File: src/rtl/blk_mem_gen_2.sv
// Read-only 1-bit collision map for a MAP_W x MAP_H playfield.
// Solid regions are fixed rectangles; out-of-range addresses read as solid.
module blk_mem_gen_2 #(
    parameter int unsigned MAP_W  = 960,
    parameter int unsigned MAP_H  = 512,
    parameter int          ADDR_W = 20
) (
    input  logic              clka,
    input  logic              rsta,
    input  logic [ADDR_W-1:0] addra,
    output logic              douta
);

    localparam int unsigned MAP_PIXELS = MAP_W * MAP_H;

    logic [31:0] addr_ext;
    logic [31:0] pix_x;
    logic [31:0] pix_y;
    logic        in_range;
    logic        solid;
    logic        douta_d;
    logic        douta_q = 1'b0;

    // Inclusive bounds; everything is 32-bit unsigned so nothing can wrap.
    function automatic logic in_rect(
        input logic [31:0] x,
        input logic [31:0] y,
        input logic [31:0] x_lo,
        input logic [31:0] x_hi,
        input logic [31:0] y_lo,
        input logic [31:0] y_hi
    );
        return (x >= x_lo) && (x <= x_hi) && (y >= y_lo) && (y <= y_hi);
    endfunction

    always_comb begin
        addr_ext = 32'(addra);
        in_range = addr_ext < MAP_PIXELS;
        pix_y    = addr_ext / MAP_W;
        pix_x    = addr_ext % MAP_W;
        solid    = in_rect(pix_x, pix_y, 32'd0,   32'd959, 32'd400, 32'd511)
                 | in_rect(pix_x, pix_y, 32'd300, 32'd399, 32'd300, 32'd309)
                 | in_rect(pix_x, pix_y, 32'd500, 32'd619, 32'd250, 32'd259)
                 | in_rect(pix_x, pix_y, 32'd700, 32'd739, 32'd340, 32'd399)
                 | in_rect(pix_x, pix_y, 32'd150, 32'd189, 32'd200, 32'd239);
        douta_d  = in_range ? solid : 1'b1;
    end

    always_ff @(posedge clka) begin
        if (rsta) begin
            douta_q <= 1'b0;
        end else begin
            douta_q <= douta_d;
        end
    end

    assign douta = douta_q;

endmodule

File: config.mk
export PLATFORM = sky130hd
export DESIGN_NAME = blk_mem_gen_2
export DESIGN_NICKNAME = d
export VERILOG_FILES = /design/src/rtl/blk_mem_gen_2.sv
export SDC_FILE = /design/constraint.sdc
export NUM_CORES = 1
export LEC_CHECK = 0
export ABC_AREA = 1
export CAP_MARGIN = 20
export CORE_MARGIN = 2
export CORE_UTILIZATION = 52
export CTS_CLUSTER_DIAMETER = 30
export CTS_CLUSTER_SIZE = 40
export DETAILED_ROUTE_END_ITERATION = 7
export PLACE_DENSITY = 0.9
export SYNTH_ARGS = -nofsm -noshare
export SYNTH_HDL_FRONTEND = slang
export SYNTH_SLANG_ARGS = --single-unit
File: constraint.sdc
create_clock -name clka -period 4.73 [get_ports clka]
set_input_delay 0.7095 -clock clka [delete_from_list [all_inputs] [get_ports clka]]
set_output_delay 0.7095 -clock clka [all_outputs]
set_load 0.02 [all_outputs]
Word level (Yosys, flattened, before mapping)
Cells that the tools add are included.
- register bits after elaboration: 1
- input port bits: 22
- output and inout port bits: 1
- word-level logic and storage cells: 44
- div/mod/pow operators: 2
- order comparisons: 21
- muxes and demuxes: 1
- bitwise logic cells: 4
- reduce and logical (&&, ||, !) cells: 15
- operator list (cell ; count):
    $ge 32x9->1 const B ; 5
    $le 32x9->1 const B ; 5
    $ge 32x8->1 const B ; 3
    $le 32x10->1 const B ; 3
    $le 32x8->1 const B ; 2
    $div 20x10->32 const B ; 1
    $ge 32x1->1 const B ; 1
    $ge 32x10->1 const B ; 1
    $mod 20x10->32 const B ; 1
    $lt 20x19->1 const B ; 1
    $logic_and 1x1->1 ; 15
    $or 1x1->1 ; 4
    $mux 1 ; 1

Logic depth before layout (Yosys ltp)
Gate-level depths: netlist of run 1.
- depth in word-level cells: 10
- depth in mapped cells: 55
- mapped depth without buffers: 55

Worst setup path after synthesis of run 1
No wires, ideal clock.
- path type: input to register
- start: input addra[18]
- end: register douta_q (netlist: douta)
- setup time: 0.112 ns
- arrival: 4.925 ns
- slack: -0.307 ns
- cell stages on the path: 48
- path through: inv_1 > nor2_1 > nand3_2 > nand2_4 > nor2_2 > a21oi_4 > nand2_4 > nand2_1 > nand2_1 > nor2_2 > nand2_2 > nand3_1 > nand2_2 > o21bai_4 > nand2_2 > nand4_2 > nand3_1 > nand3_2 > [... 12 more ...] > nand2_2 > nand2_1 > nand2_2 > o21a_1 > nor2_2 > nand3_2 > nand2_4 > nand3_2 > nand2_2 > nand2_1 > inv_1 > nand2_1 > nand2_1 > nand2_1 > nand3_1 > nand2_1 > nor2_1 > nor2_1
- cells in the longest elaborated chain, start to end: 10
- elaborated cells between the ends (all ways): 43
- classes of those cells: div: 2; order compare: 21; mux: 1; bitwise: 4; reduce/logical: 15
- ends and longest elaborated chain (element ; line ; text):
    from (decl) ; 10 ; input logic [ADDR_W-1:0] addra,
    $mod 20x10->32 ; 40 ; pix_x = addr_ext % MAP_W;
    $ge 32x1->1 (tied with other cells) ; 33 ; return (x >= x_lo) && (x <= x_hi) && (y >= y_lo) && (y <= y_hi);
    $logic_and 1x1->1 (3 in series) ; 33 ;
    $or 1x1->1 ; 42 ; | in_rect(pix_x, pix_y, 32'd300, 32'd399, 32'd300, 32'd309)
    $or 1x1->1 ; 43 ; | in_rect(pix_x, pix_y, 32'd500, 32'd619, 32'd250, 32'd259)
    $or 1x1->1 ; 44 ; | in_rect(pix_x, pix_y, 32'd700, 32'd739, 32'd340, 32'd399)
    $or 1x1->1 ; 45 ; | in_rect(pix_x, pix_y, 32'd150, 32'd189, 32'd200, 32'd239);
    $mux 1 (*) ; 46 ; douta_d = in_range ? solid : 1'b1;
    to (signal assigned) ; 53 ; douta_q <= douta_d;
    to (decl) ; 22 ; logic douta_q = 1'b0;
Mark *: on every way between the ends. The rest lies on a longest branch, timed or not.
A chain may end at the register's enable or synchronous reset.

Final worst setup path of run 1
- start: input addra[17]
- end: register douta_q (netlist: douta)
The elaborated chain is that of the path after synthesis.

==> results of run 1 <==
where the power goes:
part / total [W] / switching [W] / leakage, nW / internal [W]
combinational: 0.00174 / 0.00112 / 1.54 / 0.000619
sequential: 0.0000115 / 0.000000819 / 0.00837 / 0.0000107
clock: 0 / 0 / 0 / 0
total: 0.00175 / 0.00112 / 1.55 / 0.000629
worst paths after layout:
| kind | from | endpoint | slack [ps] | depth (start not counted) |
|---|---|---|---|---|
| worst max-delay path | addra[17] | douta | -1560 | 46 |
| worst min-delay path | rsta | douta | 1230 | 2 |
final cells by class:
| cell class | instances | area [um^2] |
|---|---|---|
| repair buffers | 88 | 739 |
| multi-input cells | 281 | 2060 |
| fillers | 144 | 273 |
| flip-flops and latches | 1 | 20.0 |
| inverters | 56 | 216 |
| well taps | 46 | 57.6 |
logic make-up (layout without fill, tap and decap cells):
group	count (synthesis)	after routing	share of synthesized area, %
XOR/XNOR	3	3	2.46
AO/OA/AOI/OAI	45	45	18.0
flip-flops	1	1	1.09
buffers and inverters	56	144	11.5
AND/OR/NAND/NOR	233	233	67.0
per-layer routing:
layer	track usage, %	part of all wire, %	vias up
li1	-	-	1281
met1	37.5	32	1362
met2	68.9	45	391
met3	3.21	12	162
met4	19.8	11	0
met5	0	0	-
Yosys cell counts:
cell type	count	area (um^2)
a2111oi_0	1	8.76
a211oi_1	1	7.51
a21oi_1	5	25.0
a21oi_2	2	17.5
a21oi_4	2	32.5
clkinv_1	1	3.75
dfxtp_1	1	20.0
inv_1	49	184
inv_2	6	22.5
nand2_1	92	345
nand2_2	27	169
nand2_4	11	124
nand3_1	38	190
nand3_2	8	80.1
nand3_4	1	17.5
nand3b_1	1	7.51
nand4_1	9	56.3
nand4_2	2	25.0
nor2_1	28	105
nor2_2	5	31.3
nor2_4	3	33.8
nor3_1	6	30.0
nor4_1	2	12.5
o2111a_1	1	11.3
o2111ai_1	1	8.76
o211ai_1	1	7.51
o21a_1	1	7.51
o21ai_0	15	75.1
o21ai_1	8	40.0
o21ai_2	1	8.76
o21ai_4	1	16.3
o21bai_1	1	7.51
o21bai_2	1	11.3
o21bai_4	2	37.5
o31ai_1	1	7.51
xnor2_1	1	8.76
xor2_1	1	8.76
xor2_4	1	27.5
stage by stage:
| stage | std cells | power, W | hold WS [ps] | TNS, ps | setup slack (ps) |
|---|---|---|---|---|---|
| floorplan | 338 | 0.000843 | 782 | -301 | -301 |
| global placement | 448 | 0.00115 | 1240 | -1010 | -1010 |
| detailed placement | 448 | 0.00119 | 1240 | -1180 | -1180 |
| CTS | 462 | 0.00134 | 1230 | -759 | -759 |
| global route | 472 | 0.00181 | 1280 | -1880 | -1880 |
| finish | 472 | 0.00175 | 1230 | -1560 | -1560 |
timing repair:
item,CTS,global route
pin swaps,56,37
hold buffers,0,0
endpoints found under the setup margin,1,1
gates resized for setup,111,40
hold endpoints to repair,0,0
setup buffers,14,10
gates cloned,0,0
==> run metrics, run 1 <==
die area=0.00402 mm^2; Detailed Place HPWL=4.09 mm; Slew @ Worst Pin=604 ps; first-pass detailed-route iteration total=8; crit end category=flop; Core Area=0.00336 mm^2; Total GRT Usage=35.8%; drc violations=15; vias per inst=6.77; final cycle utilization of the critical path=133%; final core occ=91.9%; Cell Area, Synth=0.00183 mm^2; Detailed Route Iter0 Violations=515; Clock transition at path regs=0 ps; fin worst setup slack=-1560 ps; initial core utilization=54.5%; max reg flops=1; setup violators final=1; Critical-path top delay cell=nor3_1; Synth Register Bits=1; initial antenna violation count=0; Die Height=63.4 um; Top delay family on crit path=simple AND/OR/NAND/NOR gates; num ports=23; fin crit period=6290 ps; Max Slew Vio Count=0; Die W=63.4 um; most common cell after layout, fill and taps aside=buf_4; Max Cap Viol=0; most frequent cells in the layout=buf_4 (64), nand2_1 (62), inv_1 (43); # diodes=0; layout cell share with drive strength beyond 1=49.8%; Pwr Density=566 mW/mm^2; Crit path largest cell delay=430 ps; RSZ-0062 raised after global routing=yes; # nets final=450; Lkg Pwr=1.55 nW; first-pass GRT wire length=11.9 mm; violated checks=design-rule violations, negative setup slack; gr ovfl total=0; final hold violations=0; Routed WL=10.3 mm; sequential share of the synthesized area=1.09%; Worst setup SP type=input port; routed wire length per instance=21.8 um; Layout area overhead=68.6%; critical path data required time=4660 ps; Syn Inst Count=338; Synth cell types=38; f_max=159 MHz; largest net degree at the start of global routing=6; Crit path top cell by count=nand2_4; WP buf/inv=7; RePlAce Congestion=0.916; Synth warnings=0; WS Path Type=input port to flop; Max IR drop VDD=0.262 mV; relative slew slack=59.7%; vias post-DR=3196; number of port buffers=22; Worst Hold Class=input port to flop; placed instance area=0.00243 mm^2; fin area=0.00309 mm^2; vias in the first global route=2820; Max FO, Critical Path=5; WP data arrival=6220 ps; status=finished with violations; row cnt=21; antenna-violating nets left=0; Mean Syn Cell Area=5.42 um^2; Mapped Nets=360
No activity file was read; power rests on OpenSTA's default activity.
==> run 2, diff against run 1 <==
--- a/config.mk
+++ b/config.mk
@@ -13,6 +13,8 @@
 export CTS_CLUSTER_SIZE = 40
 export DETAILED_ROUTE_END_ITERATION = 7
 export PLACE_DENSITY = 0.9
+export REMOVE_ABC_BUFFERS = 1
+export SETUP_SLACK_MARGIN = 0.5
 export SYNTH_ARGS = -nofsm -noshare
 export SYNTH_HDL_FRONTEND = slang
 export SYNTH_SLANG_ARGS = --single-unit
==> run metrics, run 2 (synthesized netlist as in run 1, its figures left out) <==
Clock transition at path regs=0 ps (unchanged); layout cell share with drive strength beyond 1=45.0% (-4.8 points); Worst setup SP type=input port; max reg flops=1 (unchanged); number of port buffers=22 (unchanged); vias in the first global route=2085 (-26%); initial core utilization=54.5% (unchanged); Max IR drop VDD=0.283 mV (+7.9%); hold_ws=1260 ps (+25.0 ps); WP data arrival=5740 ps (-480 ps); drc violations=0 (-15); row cnt=21 (unchanged); Max Cap Viol=0 (unchanged); first-pass GRT wire length=7.95 mm (-33%); Total GRT Usage=22.4% (-13 points); final hold violations=0 (unchanged); vias per inst=5.85 (-14%); Routed WL=6.74 mm (-35%); routed wire length per instance=14.9 um (-32%); num ports=23 (unchanged); vias post-DR=2649 (-17%); violated checks=negative setup slack; RePlAce Congestion=0.915 (-0.17%); Crit path top cell by count=nand2_2; Max FO, Critical Path=5 (unchanged); antenna-violating nets left=0 (unchanged); # diodes=0 (unchanged); Max Slew Vio Count=0 (unchanged); largest net degree at the start of global routing=6 (unchanged); depth of the worst hold-timing path=2 (unchanged); Core Area=0.00336 mm^2 (unchanged); Pwr Density=509 mW/mm^2 (-10%); fin worst setup slack=-1130 ps (+426 ps); Critical-path top delay cell=a21oi_4; Layout area overhead=58.8%; Crit path largest cell delay=270 ps (-160 ps); gr ovfl total=0 (unchanged); first-pass detailed-route iteration total=5 (-3); f_max=171 MHz (+7.3%); Detailed Place HPWL=3.77 mm (-7.7%); Lkg Pwr=1.44 nW (-7.0%); setup violators final=1 (unchanged); die area=0.00402 mm^2 (unchanged); status=finished with violations; hold buffers post-CTS=0 (unchanged); critical path data required time=4610 ps (-50 ps); Die Height=63.4 um (unchanged); relative slew slack=64.5% (+4.7 points); WS Path Type=input port to flop; RSZ-0062 raised after global routing=yes; most frequent cells in the layout=nand2_1 (67), buf_4 (46), inv_1 (44); # nets final=431 (-4.2%); Worst Hold Class=input port to flop; fin crit period=5860 ps (-426 ps); crit end category=flop; most common cell after layout, fill and taps aside=nand2_1; Slew @ Worst Pin=527 ps (-76.8 ps); final core occ=86.6% (-5.3 points); Die W=63.4 um (unchanged); Total Power=0.00148 W (-15%); initial antenna violation count=0 (unchanged); final cycle utilization of the critical path=124% (-9.0 points); Detailed Route Iter0 Violations=222 (-57%)
==> run 2: metrics by stage <==
| stage | setup TNS, ps | area [um^2] | worst slack, ps | std cells |
|---|---|---|---|---|
| floorplan | -307 | 1830 | -307 | 338 |
| CTS | -1170 | 2460 | -1170 | 448 |
| detailed placement | -1210 | 2430 | -1210 | 448 |
| global route | -1470 | 2910 | -1470 | 453 |
| global placement | -1040 | 2430 | -1040 | 448 |
| finish | -1130 | 2910 | -1130 | 453 |
==> run 2: path summary, 6_finish.rpt <==
| path | start | end | slack (ps) |
|---|---|---|---|
| worst min-delay path | rsta | douta | 1260 |
| worst max-delay path | addra[17] | douta | -1130 |
==> run 2: final cells by class <==
cell class	count	area (um^2)
fill	192	452
inverter	56	218
tap	46	57.6
multi-input combinational	281	2020
sequential	1	20.0
timing repair buffer	69	601
==> run 2: routing by layer <==
layer	up-vias	GRT usage [%]	wire length [um]
met3	36	0.179	343
met5	-	0	0
met1	1241	27.3	2610
li1	1244	-	-
met2	128	44.5	3510
met4	0	2.99	269
==> run 2: critical path, delay by kind of cell <==
kind                   cells  cell delay [ps]
buffers and inverters      5              460
AOI/OAI and AO/OA          5             1120
and+or+nand+nor           39             3450
==> run 2: report_power, final <==
group	total [W]	internal, W	switching [W]
combinational	0.00147	0.000550	0.000920
sequential	0.0000114	0.0000107	0.000000644
clock	0	0	0
==> run 2: repair_timing <==
| item | 4_1_cts | 5_1_grt |
|---|---|---|
| pin swaps | 7 | 60 |
| resized for setup | 12 | 125 |
| endpoints found under the setup margin | 1 | 1 |
| buffers inserted | 0 | 5 |
==> run 3, diff against run 2 <==
--- a/config.mk
+++ b/config.mk
@@ -12,6 +12,7 @@
 export CTS_CLUSTER_DIAMETER = 30
 export CTS_CLUSTER_SIZE = 40
 export DETAILED_ROUTE_END_ITERATION = 7
+export HOLD_SLACK_MARGIN = 0.03
 export PLACE_DENSITY = 0.9
 export REMOVE_ABC_BUFFERS = 1
 export SETUP_SLACK_MARGIN = 0.5
==> results of run 3 <==
Final layout, timing and power as in run 2 (identical DEF).
